--- config.mk ---
export PLATFORM = sky130hd
export DESIGN_NAME = mbist_march_ctrl
export DESIGN_NICKNAME = d
export VERILOG_FILES = /design/src/rtl/mbist_pkg.sv /design/src/rtl/mbist_cmp_pipe.sv /design/src/rtl/mbist_march_ctrl.sv
export SDC_FILE = /design/constraint.sdc
export NUM_CORES = 1
export LEC_CHECK = 0
export CORE_UTILIZATION = 45
export CTS_CLUSTER_DIAMETER = 40
export DETAILED_ROUTE_END_ITERATION = 10
export MAX_ROUTING_LAYER = met4
export PLACE_DENSITY = 0.8
export SETUP_SLACK_MARGIN = 0.05
export SYNTH_ARGS = -nofsm -noshare
export SYNTH_HDL_FRONTEND = slang
export SYNTH_HIERARCHICAL = 1
export SYNTH_SLANG_ARGS = --single-unit
--- constraint.sdc ---
create_clock -name clk -period 5.7 [get_ports clk]
set_input_delay 0.855 -clock clk [delete_from_list [all_inputs] [get_ports clk]]
set_output_delay 0.855 -clock clk [all_outputs]
set_load 0.02 [all_outputs]
--- src/rtl/mbist_pkg.sv ---
// mbist_pkg: March C- element, FSM state and per-element attribute tables
package mbist_pkg;
  typedef enum logic [2:0] {M0, M1, M2, M3, M4, M5} elem_e;
  typedef enum logic [1:0] {S_IDLE, S_RUN, S_DRAIN, S_DONE} state_e;
  localparam logic [5:0] ELEM_DOWN = 6'b011000;
  localparam logic [5:0] ELEM_RD   = 6'b111110;
  localparam logic [5:0] ELEM_WR   = 6'b011111;
  localparam logic [5:0] ELEM_RBG  = 6'b010100;
  localparam logic [5:0] ELEM_WBG  = 6'b001010;
endpackage

--- src/rtl/mbist_cmp_pipe.sv ---
// mbist_cmp_pipe: aligns read expectations with memory latency and records mismatches
module mbist_cmp_pipe
  import mbist_pkg::*;
#(
  parameter int unsigned DATA_WIDTH = 8,
  parameter int unsigned ADDR_WIDTH = 4,
  parameter int unsigned CNT_WIDTH  = 8
) (
  input  logic                  clk,
  input  logic                  rst_n,
  input  logic                  clr_i,
  input  logic                  load_i,
  input  logic                  exp_i,
  input  logic [ADDR_WIDTH-1:0] addr_i,
  input  elem_e                 elem_i,
  input  logic [DATA_WIDTH-1:0] rdata_i,
  output logic                  fail_o,
  output logic [ADDR_WIDTH-1:0] fail_addr_o,
  output logic [2:0]            fail_elem_o,
  output logic [CNT_WIDTH-1:0]  fail_count_o
);
  logic [1:0] v_q, e_q;
  logic [ADDR_WIDTH-1:0] a_q [2];
  elem_e m_q [2];
  logic fail_q, mismatch;
  logic [ADDR_WIDTH-1:0] fa_q;
  elem_e fe_q;
  logic [CNT_WIDTH-1:0] cnt_q, cnt_d;
  // stage-2 compare against the all-zeros/all-ones background, saturating count
  always_comb begin
    mismatch = v_q[1] && rdata_i != {DATA_WIDTH{e_q[1]}};
    cnt_d = &cnt_q ? cnt_q : cnt_q + CNT_WIDTH'(1);
  end
  // shift expectations each cycle; first mismatch location is captured once
  always_ff @(posedge clk) begin
    if (!rst_n) begin
      v_q <= '0;
      e_q <= '0;
      a_q[0] <= '0;
      a_q[1] <= '0;
      m_q[0] <= M0;
      m_q[1] <= M0;
      fail_q <= 1'b0;
      fa_q <= '0;
      fe_q <= M0;
      cnt_q <= '0;
    end else begin
      v_q <= {v_q[0], load_i};
      e_q <= {e_q[0], exp_i};
      a_q[0] <= addr_i;
      a_q[1] <= a_q[0];
      m_q[0] <= elem_i;
      m_q[1] <= m_q[0];
      if (clr_i) begin
        fail_q <= 1'b0;
        fa_q <= '0;
        fe_q <= M0;
        cnt_q <= '0;
      end else if (mismatch) begin
        fail_q <= 1'b1;
        cnt_q <= cnt_d;
        if (!fail_q) begin
          fa_q <= a_q[1];
          fe_q <= m_q[1];
        end
      end
    end
  end
  assign fail_o = fail_q;
  assign fail_addr_o = fa_q;
  assign fail_elem_o = fe_q;
  assign fail_count_o = cnt_q;
endmodule

--- src/rtl/mbist_march_ctrl.sv ---
// mbist_march_ctrl: March C- sequencer driving fault_mem, with result capture
module mbist_march_ctrl
  import mbist_pkg::*;
#(
  parameter int unsigned DATA_WIDTH = 8,
  parameter int unsigned ADDR_WIDTH = 4,
  parameter int unsigned LAST_ADDR  = 15,
  parameter int unsigned CNT_WIDTH  = 8
) (
  input  logic                  clk,
  input  logic                  rst_n,
  input  logic                  start,
  output logic                  write_read,
  output logic [ADDR_WIDTH-1:0] address,
  output logic [DATA_WIDTH-1:0] wdata,
  input  logic [DATA_WIDTH-1:0] rdata,
  output logic                  busy,
  output logic                  done,
  output logic                  fail,
  output logic [ADDR_WIDTH-1:0] fail_addr,
  output logic [2:0]            fail_elem,
  output logic [CNT_WIDTH-1:0]  fail_count
);
  localparam logic [ADDR_WIDTH-1:0] LAST = ADDR_WIDTH'(LAST_ADDR);
  state_e state_q;
  elem_e elem_q, elem_d;
  logic [ADDR_WIDTH-1:0] addr_q, step_d, first_d;
  logic [DATA_WIDTH-1:0] wdata_q;
  logic wr_q, drain_q, busy_q, done_q, at_end, read_half, launch, rd_issue;
  // next-op decode: step within the element or jump to the next element's first address
  always_comb begin
    elem_d = elem_q == M5 ? M5 : elem_e'(elem_q + 3'd1);
    at_end = ELEM_DOWN[elem_q] ? addr_q == '0 : addr_q == LAST;
    read_half = ELEM_RD[elem_q] && ELEM_WR[elem_q] && !wr_q;
    step_d = ELEM_DOWN[elem_q] ? addr_q - ADDR_WIDTH'(1) : addr_q + ADDR_WIDTH'(1);
    first_d = ELEM_DOWN[elem_d] ? LAST : '0;
    launch = start && (state_q == S_IDLE || state_q == S_DONE);
    rd_issue = state_q == S_RUN && !wr_q;
  end
  // march sequencer: one memory op per cycle, then two drain cycles for in-flight reads
  always_ff @(posedge clk) begin
    if (!rst_n) begin
      state_q <= S_IDLE;
      elem_q <= M0;
      addr_q <= '0;
      wr_q <= 1'b0;
      wdata_q <= '0;
      drain_q <= 1'b0;
      busy_q <= 1'b0;
      done_q <= 1'b0;
    end else begin
      case (state_q)
        S_RUN: begin
          if (read_half) begin
            wr_q <= 1'b1;
          end else if (!at_end) begin
            addr_q <= step_d;
            wr_q <= !ELEM_RD[elem_q];
          end else if (elem_q == M5) begin
            state_q <= S_DRAIN;
            wr_q <= 1'b0;
            drain_q <= 1'b0;
          end else begin
            elem_q <= elem_d;
            addr_q <= first_d;
            wr_q <= !ELEM_RD[elem_d];
            wdata_q <= {DATA_WIDTH{ELEM_WBG[elem_d]}};
          end
        end
        S_DRAIN: begin
          drain_q <= 1'b1;
          if (drain_q) begin
            state_q <= S_DONE;
            busy_q <= 1'b0;
            done_q <= 1'b1;
          end
        end
        default: begin
          if (launch) begin
            state_q <= S_RUN;
            elem_q <= M0;
            addr_q <= '0;
            wr_q <= 1'b1;
            wdata_q <= {DATA_WIDTH{ELEM_WBG[M0]}};
            busy_q <= 1'b1;
            done_q <= 1'b0;
          end
        end
      endcase
    end
  end
  mbist_cmp_pipe #(
    .DATA_WIDTH(DATA_WIDTH),
    .ADDR_WIDTH(ADDR_WIDTH),
    .CNT_WIDTH (CNT_WIDTH)
  ) u_cmp (
    .clk         (clk),
    .rst_n       (rst_n),
    .clr_i       (launch),
    .load_i      (rd_issue),
    .exp_i       (ELEM_RBG[elem_q]),
    .addr_i      (addr_q),
    .elem_i      (elem_q),
    .rdata_i     (rdata),
    .fail_o      (fail),
    .fail_addr_o (fail_addr),
    .fail_elem_o (fail_elem),
    .fail_count_o(fail_count)
  );
  assign write_read = wr_q;
  assign address = addr_q;
  assign wdata = wdata_q;
  assign busy = busy_q;
  assign done = done_q;
endmodule

Yosys cells after proc, flatten, opt, wreduce, memory -nomap -nowiden. Memory sizes are Yosys's and may differ from the RTL's. A register that Yosys moved wholly into a read port is not among the register bits. Cells that the tools add are included.

Add/sub/neg operators: 4. Magnitude comparators: 2. Equal/unequal tests: 12. Multiplexer cells: 58. Bitwise logic cells: 9. Reductions and logical operators: 26.

Operators with widths (count): two-way mux 3 bit (13); two-way mux 4 bit (8); two-way mux 8 bit (4); two-way mux 1 bit (20); case mux 8 bit (2 select lines) (1); two-way mux 2 bit (5); inequality test 2 bit, second input constant (5); AND reduction 5 bit (2); adder 8 x 1 -> 8 bit, second input constant (1); < comparator 3 x 4 -> 1 bit, second input constant (2); inequality test 8 bit (1); case mux 1 bit (2 select lines) (4); case mux 4 bit (2 select lines) (1); AND reduction 4 bit (2); AND reduction 8 bit (1); case mux 3 bit (2 select lines) (1); AND reduction 2 bit (3); nonzero test 2 bit (3); logical AND 1 bit (5); inverter 1 bit (5); adder 4 x 1 -> 4 bit, second input constant (1); == test 2 bit, second input constant (2); == test 4 bit, second input constant (1); logical NOT 1 bit (4); other kinds (13) (16).

Bits in registers: 34. Bits in writable memories: 14. ROM bits: 56. Input port bits: 11. Output and inout bits: 31. Logic and storage cells: 132. Memories: 9.

Memories: (name not given) (words 8, width 1, read ports 1, clocked after memory_dff 1, write ports 0, line mbist_march_ctrl.sv:101) `.exp_i (ELEM_RBG[elem_q]),`; (name not given) (words 8, width 1, read ports 1, clocked after memory_dff 0, write ports 0, line mbist_march_ctrl.sv:67) `wdata_q <= {DATA_WIDTH{ELEM_WBG[elem_d]}};`; (name not given) (words 8, width 1, read ports 1, clocked after memory_dff 0, write ports 0, line mbist_march_ctrl.sv:66) `wr_q <= !ELEM_RD[elem_d];`; (name not given) (words 8, width 1, read ports 1, clocked after memory_dff 1, write ports 0, line mbist_march_ctrl.sv:58) `wr_q <= !ELEM_RD[elem_q];`; (name not given) (words 8, width 1, read ports 1, clocked after memory_dff 0, write ports 0, line mbist_march_ctrl.sv:36) `first_d = ELEM_DOWN[elem_d] ? LAST : '0;`; (name not given) (words 8, width 1, read ports 1, clocked after memory_dff 1, write ports 0, line mbist_march_ctrl.sv:35) `step_d = ELEM_DOWN[elem_q] ? addr_q - ADDR_WIDTH'(1) : addr_q + ADDR_WIDTH'(1);`; 3 more memories.

Longest topological paths before layout.
Depth after elaboration: 9. Depth in mapped cells: 9. Mapped depth without buffers: 8.

Cells and area by module. Netlist, hierarchy kept.

Modules (own cells, without submodules): mbist_cmp_pipe (instances 1, cells an instance 139, area each 1380.1 um^2, sequential area each 680.7 um^2); mbist_march_ctrl (instances 1, cells an instance 140, area each 1199.9 um^2, sequential area each 360.3 um^2).

Worst setup path before layout. No wires, ideal clock.

Path type: reg2reg. From: register addr_q[2] (netlist: address[2]). To: register with a tool-made name. Library setup time: 0.072 ns. Arrival time: 1.870 ns. Required time: 5.628 ns. Setup slack: 3.759 ns. Cell stages (with the launch flop): 6. Path buffers: 0. Period minus slack after synthesis: 1.941 ns. Cells stage by stage: dfxtp_1 -> or4_4 -> mux2_2 -> o21ai_2 -> a32o_2 -> mux2i_1.

RTL lines: start: declaration (line mbist_march_ctrl.sv:27) `logic [ADDR_WIDTH-1:0] addr_q, step_d, first_d;`; start signal: assignment (line mbist_march_ctrl.sv:57) `addr_q <= step_d;`; start signal: assignment (line mbist_march_ctrl.sv:65) `addr_q <= first_d;`.

Final worst setup path.
From: input rst_n. To: register u_cmp.cnt_q[6] (netlist: u_cmp/fail_count_o[6]).

Word-level cells in the longest chain between the ends: 2.

RTL lines: start: declaration (line mbist_march_ctrl.sv:11) `input logic rst_n,`; inverter 1 bit (no line); OR reduction 2 bit (no line); end signal: assignment (line mbist_cmp_pipe.sv:61) `cnt_q <= cnt_d;`; end: declaration (line mbist_cmp_pipe.sv:28) `logic [CNT_WIDTH-1:0] cnt_q, cnt_d;`.

Every way passes these cells. A chain may end at the register's enable or synchronous reset.

==> metrics.csv <==
stage,metric,value,unit
place,dp_hpwl,3580,um
clocking,htree_num_levels,2,
yosys,synth.distinct_cells,64,
place,place_congestion,0.842,
finish,drive_gt1_share,9.12,%
timing,slew_violations,0,
power,powerDensity,326,nW/um2
clocking,clockRootBuffer,clkbuf_8,
clocking,numCtsBuffers,5,
finish,syn2layout_area_growth,16.6,%
setup_path,required,5.93,ns
setup_path,cp.buffers_inverters,1,
setup_path,critPathCaptureType,flop,
timing,rsz0062_at_grt,false,
run,cap_violations,0,
finish,final_cell_count_no_fill,379,
clocking,cts_sinks,52,
yosys,synth-edff-count,0,
die,initial_core_util,46.9,%
finish,design_area,3010,um2
drt,drt_iter0_markers,95,
timing,skew,0.0121,ns
min_path,hp-class,reg -> reg,
timing,fin_crit_sh,43.0,%
timing,setup_tns,0,ns
setup_path,crit_type,in -> reg,
clocking,cts_buffer_depth,2,
timing,maxSlewHeadroom,41.8,%
timing,worst_slew_pin_slew,0.870,ns
timing,period_minus_slack,2.45,ns
clocking,clk_pin_slew,0.09,ns
yosys,syn_inst,279,
setup_path,path_cells,clkdlybuf4s50_1 > nand2b_1 > nor3_1,
power,vdd_ir_drop_max,0.175,mV
setup_path,critical_path_peak_fanout,30,
timing,setup_viol,0,
clocking,insertion_delay,0.30,ns
setup_path,crit_path_start_kind,input pin,
yosys,ys_seq_area_share,40.3,%
clocking,cts_tree,built,
die,die_w,77.7,um
yosys,netlist_area,2580,um2
yosys,ys.flop_type,dfxtp_1,
yosys,async_flop_share,0,%
setup_path,slowest_delay,1.02,ns
drt,drc,0,
finish,diodes,0,
timing,hold_violations,0,
clocking,cts_resized,0,
place,place_area,2920,um2
grt,grt.total_usage,17.3,%
place,dp.cells,371,
setup_path,critPathTopFamily,buffers and inverters,
die,die_h,77.7,um
drt,dr_total_vias,2096,
place,port_buffers,41,
yosys,ys_ff_latch,52,
setup_path,crit_path_top_delay_cell,clkdlybuf4s50_1,
power,total_power,0.980,mW
setup_path,worstPathArrival,2.68,ns
grt,grt_max_degree,31,
die,fp.coreArea,5510,um2
run_status,status,"complete, no violations",
drt,antenna_left,0,
setup_path,reg2reg_depth,7,
drt,dr.pass1.iters,4,
grt,grt.overflow.total,0,
grt,grt_pass1_wl,8270,um
drt,vias_per_cell,5.53,
die,ioPinCount,42,
clocking,postCtsSetupRepairBufs,0,
timing,fin_hold_ws,0.440,ns
yosys,syn_nets,297,
drt,routedWlPerCell,13.1,um
die,rows,27,
clocking,postCtsHoldBufs,0,
drt,wl,4960,um
min_path,holdPathStages,1,
timing,timing.fmax,0.408,GHz
setup_path,worst-path-stages,3,
finish,final_nets,324,
die,dieArea,6040,um2
yosys,ys.warnings.count,6,
grt,grt_pass1_vias,1872,
power,leakagePower,1.10,nW
yosys,postSynthAreaPerCell,9.25,um2
grt,antenna_found_initial,0,
## worst paths after layout
check / startpoint / to / slack (ns)
min reg2reg: u_cmp/a_q[0][3] / u_cmp/a_q[1][3] / 0.44
min: u_cmp/a_q[0][3] / u_cmp/a_q[1][3] / 0.44
max reg2reg: state_q[1] / flop / 3.50
max: rst_n / u_cmp/fail_count_o[6] / 3.25
## where the power goes
group	internal [mW]	switching, mW	total, mW
sequential	0.389	0.0287	0.418
combinational	0.151	0.209	0.360
clock	0.0876	0.114	0.202
total	0.628	0.352	0.980
## layer usage
layer  wire length (um)  vias up  track usage, %
li1                   -     1053               -
met1               2240      977            20.3
met2               2420       62            29.6
met3                258        4            4.59
met4                 43        0            3.96
met5                  0        -               -
## layout make-up
cell class	count	area (um2)
clock inverters	2	13.8
multi-input cells	195	1340
flip-flops and latches	52	1040
well taps	72	90.1
repair buffers	41	410
clock buffers	6	72.6
fillers	501	2500
inverters	11	41.3
## cells by family (layout without fill, tap and decap cells)
group / Yosys count / count (layout) / share of synthesized area [%]
AND/OR/NAND/NOR: 112 / 112 / 24.5
AO/OA/AOI/OAI: 65 / 65 / 19.1
multiplexers: 8 / 8 / 3.64
XOR/XNOR: 3 / 3 / 1.02
adder cells (fa/ha/maj): 7 / 7 / 3.69
buffers and inverters: 32 / 60 / 7.71
flip-flops: 52 / 52 / 40.3
## registers in the layout, indices dropped and copies added (netlist names), named ones only
signal and cells:
u_cmp/fail_elem_o 3, wdata 1, address 4, busy 1, u_cmp/v_q 2, u_cmp/m_q 6, u_cmp/fail_count_o 8, u_cmp/a_q 8
elem_q 3, u_cmp/e_q 2, done 1, write_read 1, state_q 2, u_cmp/fail_o 1, drain_q 1, u_cmp/fail_addr_o 4
## metrics by stage
stage | utilization (%) | setup slack, ns
global placement | 53.1 | 2.98
floorplan | - | 3.76
CTS | 54.6 | 3.27
finish | 54.6 | 3.25
detailed placement | 53.1 | 2.95
global route | 54.6 | 3.11
## layout by cell type, fill, tap and decap left out, types with 5 or more instances in the layout
cell and count:
dfxtp_1 52, clkdlybuf4s50_1 41, nand2_1 20, and2_1 19
a21oi_1 17, nor2_1 15, nand3_1 14, o31ai_1 12
inv_1 10, nand4_1 7, mux2i_1 6, ha_1 6
and3_1 5, nand2b_1 5, o21ai_0 5, clkbuf_8 5
## cell usage after synthesis, drive strengths merged (2+ instances only)
master    n  area (um2)
a211oi    2        15.0
a21o      3        23.8
a21oi    20         111
a2bb2oi   3        26.3
a31oi     4        25.0
and2     19         119
and3      6        42.5
buf      13         110
clkbuf    8        47.5
dfxtp    52        1040
ha        6        75.1
inv      10        37.5
mux2i     7        82.6
nand2    22        87.6
nand2b    6        40.0
nand3    14        70.1
nand3b    2        15.0
nand4     7        43.8
nor2     15        56.3
nor2b     4        25.0
nor3      3        20.0
nor4      5        37.5
o211ai    2        15.0
o21ai     6        33.8
o31ai    13         111
or4       4        33.8
xnor2     2        17.5
Power figures use the tool's default switching activity.
